File: src/rtl/mux_scan_seq.sv
`default_nettype none
// ============================================================================
// Module      : mux_scan_seq
// Description : Registered N-channel, W-bit mux with manual select and
//               round-robin scan (programmable dwell, skip mask, frame pulse).
// Revision    : 1.0 - initial release
// ============================================================================
module mux_scan_seq #(
  parameter int N_CH  = 16,
  parameter int W     = 1,
  parameter int SEL_W = 4,
  parameter int DWELL = 1
) (
  input  logic              clk,
  input  logic              rst,
  input  logic [N_CH*W-1:0] D,
  input  logic [SEL_W-1:0]  S,
  input  logic              mode,
  input  logic              en,
  input  logic [N_CH-1:0]   skip_mask,
  output logic [W-1:0]      Y,
  output logic              Y_valid,
  output logic [SEL_W-1:0]  ch_out,
  output logic              frame_done
);

  localparam logic [SEL_W:0] C_N_CH       = (SEL_W+1)'(N_CH);
  localparam logic [7:0]     C_DWELL_LAST = 8'(DWELL - 1);

  logic [W-1:0]     w_ch [N_CH];
  logic [SEL_W-1:0] w_cur_ptr;
  logic [7:0]       w_cur_dwell;
  logic             w_cur_masked;
  logic             w_advance;
  logic [SEL_W:0]   w_idx;
  logic [SEL_W-1:0] w_nxt;
  logic             w_found;
  logic             w_s_ok;

  logic [W-1:0]     r_y;
  logic             r_y_valid;
  logic [SEL_W-1:0] r_ch;
  logic             r_frame_done;
  logic [SEL_W-1:0] r_ptr;
  logic [7:0]       r_dwell;
  logic             r_scan_prev;

  generate
    for (genvar k = 0; k < N_CH; k++) begin : g_ch
      assign w_ch[k] = D[k*W +: W];
    end
  endgenerate

  // Entering scan from manual (or reset) restarts the pointer at channel 0.
  assign w_cur_ptr    = r_scan_prev ? r_ptr   : '0;
  assign w_cur_dwell  = r_scan_prev ? r_dwell : '0;
  assign w_cur_masked = skip_mask[w_cur_ptr];
  assign w_advance    = w_cur_masked || (w_cur_dwell == C_DWELL_LAST);
  assign w_s_ok       = ({1'b0, S} < C_N_CH);

  // Circular search from ptr+1; the current channel itself is the last candidate.
  always_comb begin
    w_idx   = '0;
    w_nxt   = w_cur_ptr;
    w_found = 1'b0;
    for (int k = N_CH; k >= 1; k--) begin
      w_idx = {1'b0, w_cur_ptr} + (SEL_W+1)'(k);
      if (w_idx >= C_N_CH) begin
        w_idx = w_idx - C_N_CH;
      end
      if (!skip_mask[w_idx[SEL_W-1:0]]) begin
        w_nxt   = w_idx[SEL_W-1:0];
        w_found = 1'b1;
      end
    end
  end

  always_ff @(posedge clk) begin
    if (rst) begin
      r_y          <= '0;
      r_y_valid    <= 1'b0;
      r_ch         <= '0;
      r_frame_done <= 1'b0;
      r_ptr        <= '0;
      r_dwell      <= '0;
      r_scan_prev  <= 1'b0;
    end else if (!en) begin
      r_frame_done <= 1'b0;
    end else if (!mode) begin
      r_y          <= w_s_ok ? w_ch[S] : '0;
      r_y_valid    <= w_s_ok;
      r_ch         <= S;
      r_frame_done <= 1'b0;
      r_scan_prev  <= 1'b0;
    end else begin
      r_scan_prev <= 1'b1;
      if (!w_found) begin
        // Every channel masked: park the scan, keep the last data.
        r_y_valid    <= 1'b0;
        r_ptr        <= w_cur_ptr;
        r_dwell      <= '0;
        r_frame_done <= 1'b0;
      end else begin
        r_y       <= w_ch[w_cur_ptr];
        r_ch      <= w_cur_ptr;
        r_y_valid <= ~w_cur_masked;
        if (w_advance) begin
          r_ptr        <= w_nxt;
          r_dwell      <= '0;
          r_frame_done <= (w_nxt <= w_cur_ptr);
        end else begin
          r_ptr        <= w_cur_ptr;
          r_dwell      <= w_cur_dwell + 8'd1;
          r_frame_done <= 1'b0;
        end
      end
    end
  end

  assign Y          = r_y;
  assign Y_valid    = r_y_valid;
  assign ch_out     = r_ch;
  assign frame_done = r_frame_done;

endmodule
`default_nettype wire

File: config.mk
export PLATFORM = sky130hd
export DESIGN_NAME = mux_scan_seq
export DESIGN_NICKNAME = d
export VERILOG_FILES = /design/src/rtl/mux_scan_seq.sv
export SDC_FILE = /design/constraint.sdc
export NUM_CORES = 1
export LEC_CHECK = 0
export ABC_AREA = 0
export BUFFER_PORTS_ARGS = -buffer_cell sky130_fd_sc_hd__buf_4
export CAP_MARGIN = 15
export CORE_ASPECT_RATIO = 0.6
export CORE_MARGIN = 3
export CORE_UTILIZATION = 60
export DETAILED_ROUTE_END_ITERATION = 10
export HOLD_SLACK_MARGIN = 0.05
export MAX_ROUTING_LAYER = met4
export PLACE_DENSITY = 0.93
export SKIP_CTS_REPAIR_TIMING = 1
export SLEW_MARGIN = 25
export SYNTH_ARGS = -nofsm -noshare
export SYNTH_HDL_FRONTEND = slang
export SYNTH_SLANG_ARGS = --single-unit
File: constraint.sdc
create_clock -name clk -period 5.1 [get_ports clk]
set_input_delay 1.02 -clock clk [delete_from_list [all_inputs] [get_ports clk]]
set_output_delay 1.02 -clock clk [all_outputs]
set_load 0.02 [all_outputs]
Word-level counts from Yosys, hierarchy flattened --
Index checks and enable logic that the tools add are counted.
Word-level totals: output and inout port bits 7, input port bits 40, flip-flop bits (word level) 20, logic and storage cells 190
Cells by class: $lt $le $gt $ge 36, muxes and demuxes 101, equal/unequal tests 1, bitwise logic cells 7, reduce and logical (&&, ||, !) cells 5, add/sub/neg operators 33
Operators with widths (count):
- $mux 4 | 37
- $ge 5x5->1 const B | 18
- $lt 4x5->1 const B | 17
- $bmux 1 s4 | 19
- $sub 4x1->4 const B | 16
- $mux 1 | 42
- $add 4x4->5 const B | 8
- $mux 8 | 3
- $add 4x3->5 const B | 4
- $add 4x2->5 const B | 2
- $not 4->5 | 2
- $add 8x1->8 const B | 1
- $logic_not 8->1 | 1
- $add 4x1->5 const B | 1
- $add 4x5->5 const B | 1
- $not 1->1 | 5
- $reduce_or 5->1 | 1
- $le 4x4->1 | 1
- $reduce_and 2->1 | 2
- $ne 2x1->1 const B | 1
- $logic_or 1x1->1 | 1

Longest topological paths before layout --
word-level depth 24, gate-level depth with buffers 25, gate-level depth less buffers 19

Worst setup path after synthesis --
OpenSTA, ideal clock, no wires.
path kind register to register, start point register r_scan_prev, end point register r_frame_done (netlist: frame_done), period minus slack after synthesis 4.705 ns, library setup time 0.112 ns, arrival time 4.593 ns, path slack 0.395 ns, buffers on the path 5, required time 4.988 ns, cell stages (with the launch flop) 24, path through dfxtp_1 -> buf_4 -> inv_1 -> buf_1 -> nor2_2 -> inv_2 -> clkbuf_1 -> clkbuf_1 -> ha_1 -> nand3b_1 -> and2_1 -> clkbuf_1 -> mux4_2 -> or3_4 -> nor2_1 -> and3_1 -> a211oi_1 -> nor2_1 -> inv_1 -> ha_1 -> nand3_1 -> o22ai_1 -> o22a_1 -> nor2_1
On the way: longest elaborated chain between the ends 24, elaborated cells between the ends (all ways) 138, classes of those cells add/sub: 32; order compare: 17; mux: 84; bitwise: 2; reduce/logical: 3
RTL lines:
- start: declaration | RTL line 46 | logic r_scan_prev;
- start signal: assignment | RTL line 86 | r_scan_prev <= 1'b0;
- start signal: assignment | RTL line 94 | r_scan_prev <= 1'b0;
- start signal: assignment | RTL line 96 | r_scan_prev <= 1'b1;
- branches (longest 24 deep; another with $add 4x5->5)
- end signal: assignment | RTL line 110 | r_frame_done <= (w_nxt <= w_cur_ptr);
- end: declaration | RTL line 43 | logic r_frame_done;
Several ways; the timed one is not identified. The select of a mux whose other input is x is not followed. A chain may end at the register's enable or synchronous reset.

Worst setup path after layout --
start point register r_ptr[1], end point register r_frame_done (netlist: frame_done)
On the way: longest elaborated chain between the ends 24, elaborated cells between the ends (all ways) 136, classes of those cells add/sub: 32; order compare: 17; mux: 83; bitwise: 2; reduce/logical: 2
RTL lines:
- start: declaration | RTL line 44 | logic [SEL_W-1:0] r_ptr;
- start signal: assignment | RTL line 100 | r_ptr <= w_cur_ptr;
- start signal: assignment | RTL line 108 | r_ptr <= w_nxt;
- start signal: assignment | RTL line 112 | r_ptr <= w_cur_ptr;
- $mux 4 * | RTL line 55 | assign w_cur_ptr = r_scan_prev ? r_ptr : '0;
- branches (longest 23 deep; another with $add 4x5->5)
Every way passes the cells marked *. The select of a mux whose other input is x is not followed.

==> out/metrics.sh <==
HOLD_PATH_DEPTH=2
TOTAL_LEAKAGE_POWER_uW=0.00188
INITIALDRTVIOLATIONCOUNT=1071
CLKLATENCYLATEPIN_PS=260
GRT_ANTENNA_BEFORE_REPAIR=0
PATH_CLASS='reg -> reg'
TRITONCTS.NUM_BUFFERS=3
SYNTH_COMPOUND_AREA_FRAC=0.281
POST_SYNTH_INSTANCE_AREA_MM2=0.00447
DIE_AREA_MM2=0.00856
RR_WORST_DEPTH=16
PLACE_CONGESTION=1.18
PORT-BUFFER-COUNT=46
TRITONCTS='yes'
NETS=648
STDCELL_AREA_MM2=0.00485
RESIDUAL_DRC_COUNT=0
TIMING.HOLD.WORST.CLASS='reg -> reg'
WIRE_LENGTH_PER_CELL_AFTER_DETAILED_ROUTING_UM=23.6
FP.COREAREA_MM2=0.00694
RR_ENDPOINT='frame_done$_SDFF_PP0_'
PLACEMENT_ROWS=23
SEQ_AREA_FRAC_SYNTH=0.0895
NUMBER_OF_FLOPS_MAPPED_TO_ENABLE_CELLS_BY_YOSYS=0
SETUP.WORST_PATH.END_CLASS='flip-flop'
CLOCK_SKEW_PS=7.94
HTREEDEPTH=1
R2R-START='r_ptr[1]$_SDFFE_PP0P_'
SETUP_REPAIR_AFTER_GLOBAL_ROUTING_MISSED_ITS_MARGIN='false'
CRITPATHMAXFANOUT=19
PERIOD_MINUS_SLACK_PS=4650
POSTSYNTHCELLCOUNT=589
P_PER_AREA_mW_PER_MM2=181
SYNTH_REGISTER_BITS=20
DETAILEDROUTE.FIRSTPASSITERATIONCOUNT=7
YOSYSWARNINGCOUNT=0
NUM_ANTENNA_CELLS=0
SYNTHARSTFLOPSHARE=0
ARRIVAL_PS=4800
HOLDWS_PS=481
POSTROUTEWIRELENGTH_UM=16500
DOMINANT_COMBINATIONAL_CELL_FAMILY_BY_AREA_AFTER_SYNTHESIS='simple AND/OR/NAND/NOR gates'
CLK_PIN_SLEW_WORST_PATHS_PS=60
FMAX_MHz=215
GROWTH_OF_DESIGN_AREA_FROM_SYNTHESIS_TO_FINISH_PCT=8.39
HP-START='r_dwell[1]$_SDFFE_PP0P_'
STARTING_DENSITY_OF_THE_CORE=0.645
MAX_SLEW_HEADROOM_AT_THE_WORST_PIN=0.411
FINAL_SETUP_VIO_COUNT=0
I_O_PIN_COUNT=47
NUMBER_OF_VIAS_AFTER_DETAILED_ROUTING=5284
WORST_EP_REQUIRED_TIME_PS=5250
GRT_USAGE=0.389
DP_HPWL_UM=12400
FIN_TNS_SETUP_PS=0
WIRE_LENGTH_OF_THE_FIRST_GLOBAL_ROUTING_PASS_UM=25900
VIAS_PER_CELL=7.54
WORST-SLEW-PIN-TRANSITION_PS=859
YOSYS.AREA_SHARE.XOR_XNOR=0.0294
SYN-MEAN-INSTANCE-AREA_UM2=7.59
MAXIMUM_NUMBER_OF_PINS_ON_ONE_NET_BEFORE_GLOBAL_ROUTE_REPAIR=48
FIN_CRIT_SH=0.911
FINAL-HOLD-VIOLATION-COUNT=0
POST_SYNTH_AND_OR_NAND_NOR_AREA_FRACTION=0.304
SYNTH-MAIN-FF-CELL='dfxtp_1'
YOSYS-MUX-AREA-FRACTION=0.196
STARTPOINT_TYPES='flip-flop'
FINAL_UTIL=0.699
VIAS_IN_THE_FIRST_GLOBAL_ROUTE=4784
GRT_REMAINING_OVERFLOW=0
HOLDPATHEND='r_dwell[1]$_SDFFE_PP0P_'
YOSYS.CELL_TYPES.COUNT=92
R2R_SLACK_PS=450
LAYOUT_SETUP_WS_PS=452
DRT.ANTENNA.VIOLATING_NETS=0
SYNTH.NET_COUNT=635
CLOCK_SINK_COUNT=20
CLK_PATH_BUF_DEPTH=2
SLEW_LIMIT_FAILS=0
CELL_AREA_AFTER_PLACEMENT_MM2=0.00475
LAYOUT-DRIVE-GT1-SHARE=0.210
CAP_VIOL_MAX_COUNT=0
PEAKVDDDROP_V=0.000113
DIE_HEIGHT_UM=72.9
SYNTH_ADDER_AREA_SHARE=0.0168
DIE_W_UM=117
CLOCKROOTBUFFER='clkbuf_16'
PLACEMENT_STAGE_WORST_SETUP_SLACK_PS=676
RUN_STATUS='finished clean'
-- where the power goes --
group          switching, uW  leakage, uW  internal [uW]
logic                    319      0.00167            199
clock network           67.0    0.0000442            120
registers               8.36     0.000164            163
-- synth_stat cells (all sizes together) (4+ instances only) --
library cell	count	area (um2)
buf	32	233
nand3	25	125
and2	8	51.3
nand3b	11	82.6
xor2	9	97.6
inv	14	52.6
a311oi	9	97.6
o211ai	6	45.0
and3	9	56.3
nor3	13	75.1
nor2	64	245
nand4b	12	105
and4b	4	40.0
a22oi	13	97.6
mux2i	42	428
a211oi	13	103
a21boi	4	30.0
o22ai	8	50.1
ha	6	75.1
nand2	55	206
clkbuf	22	85.1
a21oi	30	150
a2111oi	5	52.6
a41oi	5	51.3
mux4	15	338
nor4	7	58.8
and3b	7	61.3
o221ai	5	43.8
nand2b	7	43.8
or4	4	30.0
o21ai	19	98.9
nor2b	6	37.5
dfxtp	20	400
a22o	5	43.8
mux2	10	113
a31oi	8	50.1
-- layer usage --
metal	up-vias	part of all wire	global-route usage
met2	516	0.38	0.518
met4	0	0.031	0.113
met1	2373	0.40	0.543
li1	2310	-	-
met5	-	0	-
met3	85	0.19	0.146
-- state kept, by name, indices dropped and copies added, names as in the netlist --
signal and cells:
r_dwell 8, ch_out 4, r_ptr 4, Y 1, Y_valid 1, frame_done 1, r_scan_prev 1
-- through the flow --
stage | total power, uW | std cells
6_report | 877 | 701
5_1_grt | 906 | 701
4_1_cts | 845 | 701
3_5_place_dp | 659 | 697
3_3_place_gp | 653 | 697
2_1_floorplan | 537 | 589
-- cells by family after synthesis --
| family | count (synthesis) |
|---|---|
| simple gates | 249 |
| compound gates | 167 |
| buf+inv | 68 |
| mux | 67 |
| flops | 20 |
| xor+xnor | 12 |
| fa+ha+maj | 6 |
-- cells in the final DEF (no fill, tap or decap), types with 6 or more instances in the layout --
cell,Yosys,routed
a211oi_1,12,12
nand2b_1,7,7
nor4_1,6,6
mux2i_1,40,40
nor3_1,11,11
a22oi_1,13,13
ha_1,6,6
nor2b_1,6,6
mux4_2,15,15
nor2_1,62,62
o211ai_1,6,6
a311oi_1,6,6
nand4b_1,12,12
nand3b_1,11,11
and3b_1,7,7
o21ai_0,16,16
nand3_1,25,25
and2_1,7,7
o22ai_1,8,8
dfxtp_1,20,18
mux2_2,10,10
a21oi_1,30,30
and3_1,9,9
inv_1,10,10
buf_4,11,62
xor2_1,8,8
nand2_1,55,55
a31oi_1,8,8
-- worst max-delay path by stage --
stage / cells past startpoint / slack (ps) / startpoint / end
5_1_grt: 16 / 150 / r_ptr[1]$_SDFFE_PP0P_ / frame_done$_SDFF_PP0_
3_3_place_gp: 15 / 660 / skip_mask[5] / frame_done$_SDFF_PP0_
3_5_place_dp: 15 / 680 / skip_mask[5] / frame_done$_SDFF_PP0_
2_1_floorplan: 23 / 390 / r_scan_prev$_SDFFE_PP0P_ / frame_done$_SDFF_PP0_
6_report: 16 / 450 / r_ptr[1]$_SDFFE_PP0P_ / frame_done$_SDFF_PP0_
4_1_cts: 19 / 760 / r_ptr[1]$_SDFFE_PP0P_ / frame_done$_SDFF_PP0_
-- critical path, cell delays in order (launching register included) --
cell,delay (ps)
dfxtp_1,450
buf_4,300
inv_2,110
nor2_2,150
inv_2,50
ha_1,640
a21oi_1,230
a22oi_1,460
nand3_1,420
a2111oi_1,480
o211ai_1,160
a31o_1,280
ha_1,310
nand3_1,120
o22ai_1,160
o22a_1,170
nor2_1,40
-- layout make-up --
cell class	count	area, um2
multi-input combinational	501	3710
fill	553	2090
timing repair buffer	62	465
sequential	20	403
tap	100	125
clock buffer	4	88.8
inverter	14	52.6
(Power assumes the default switching activity.)
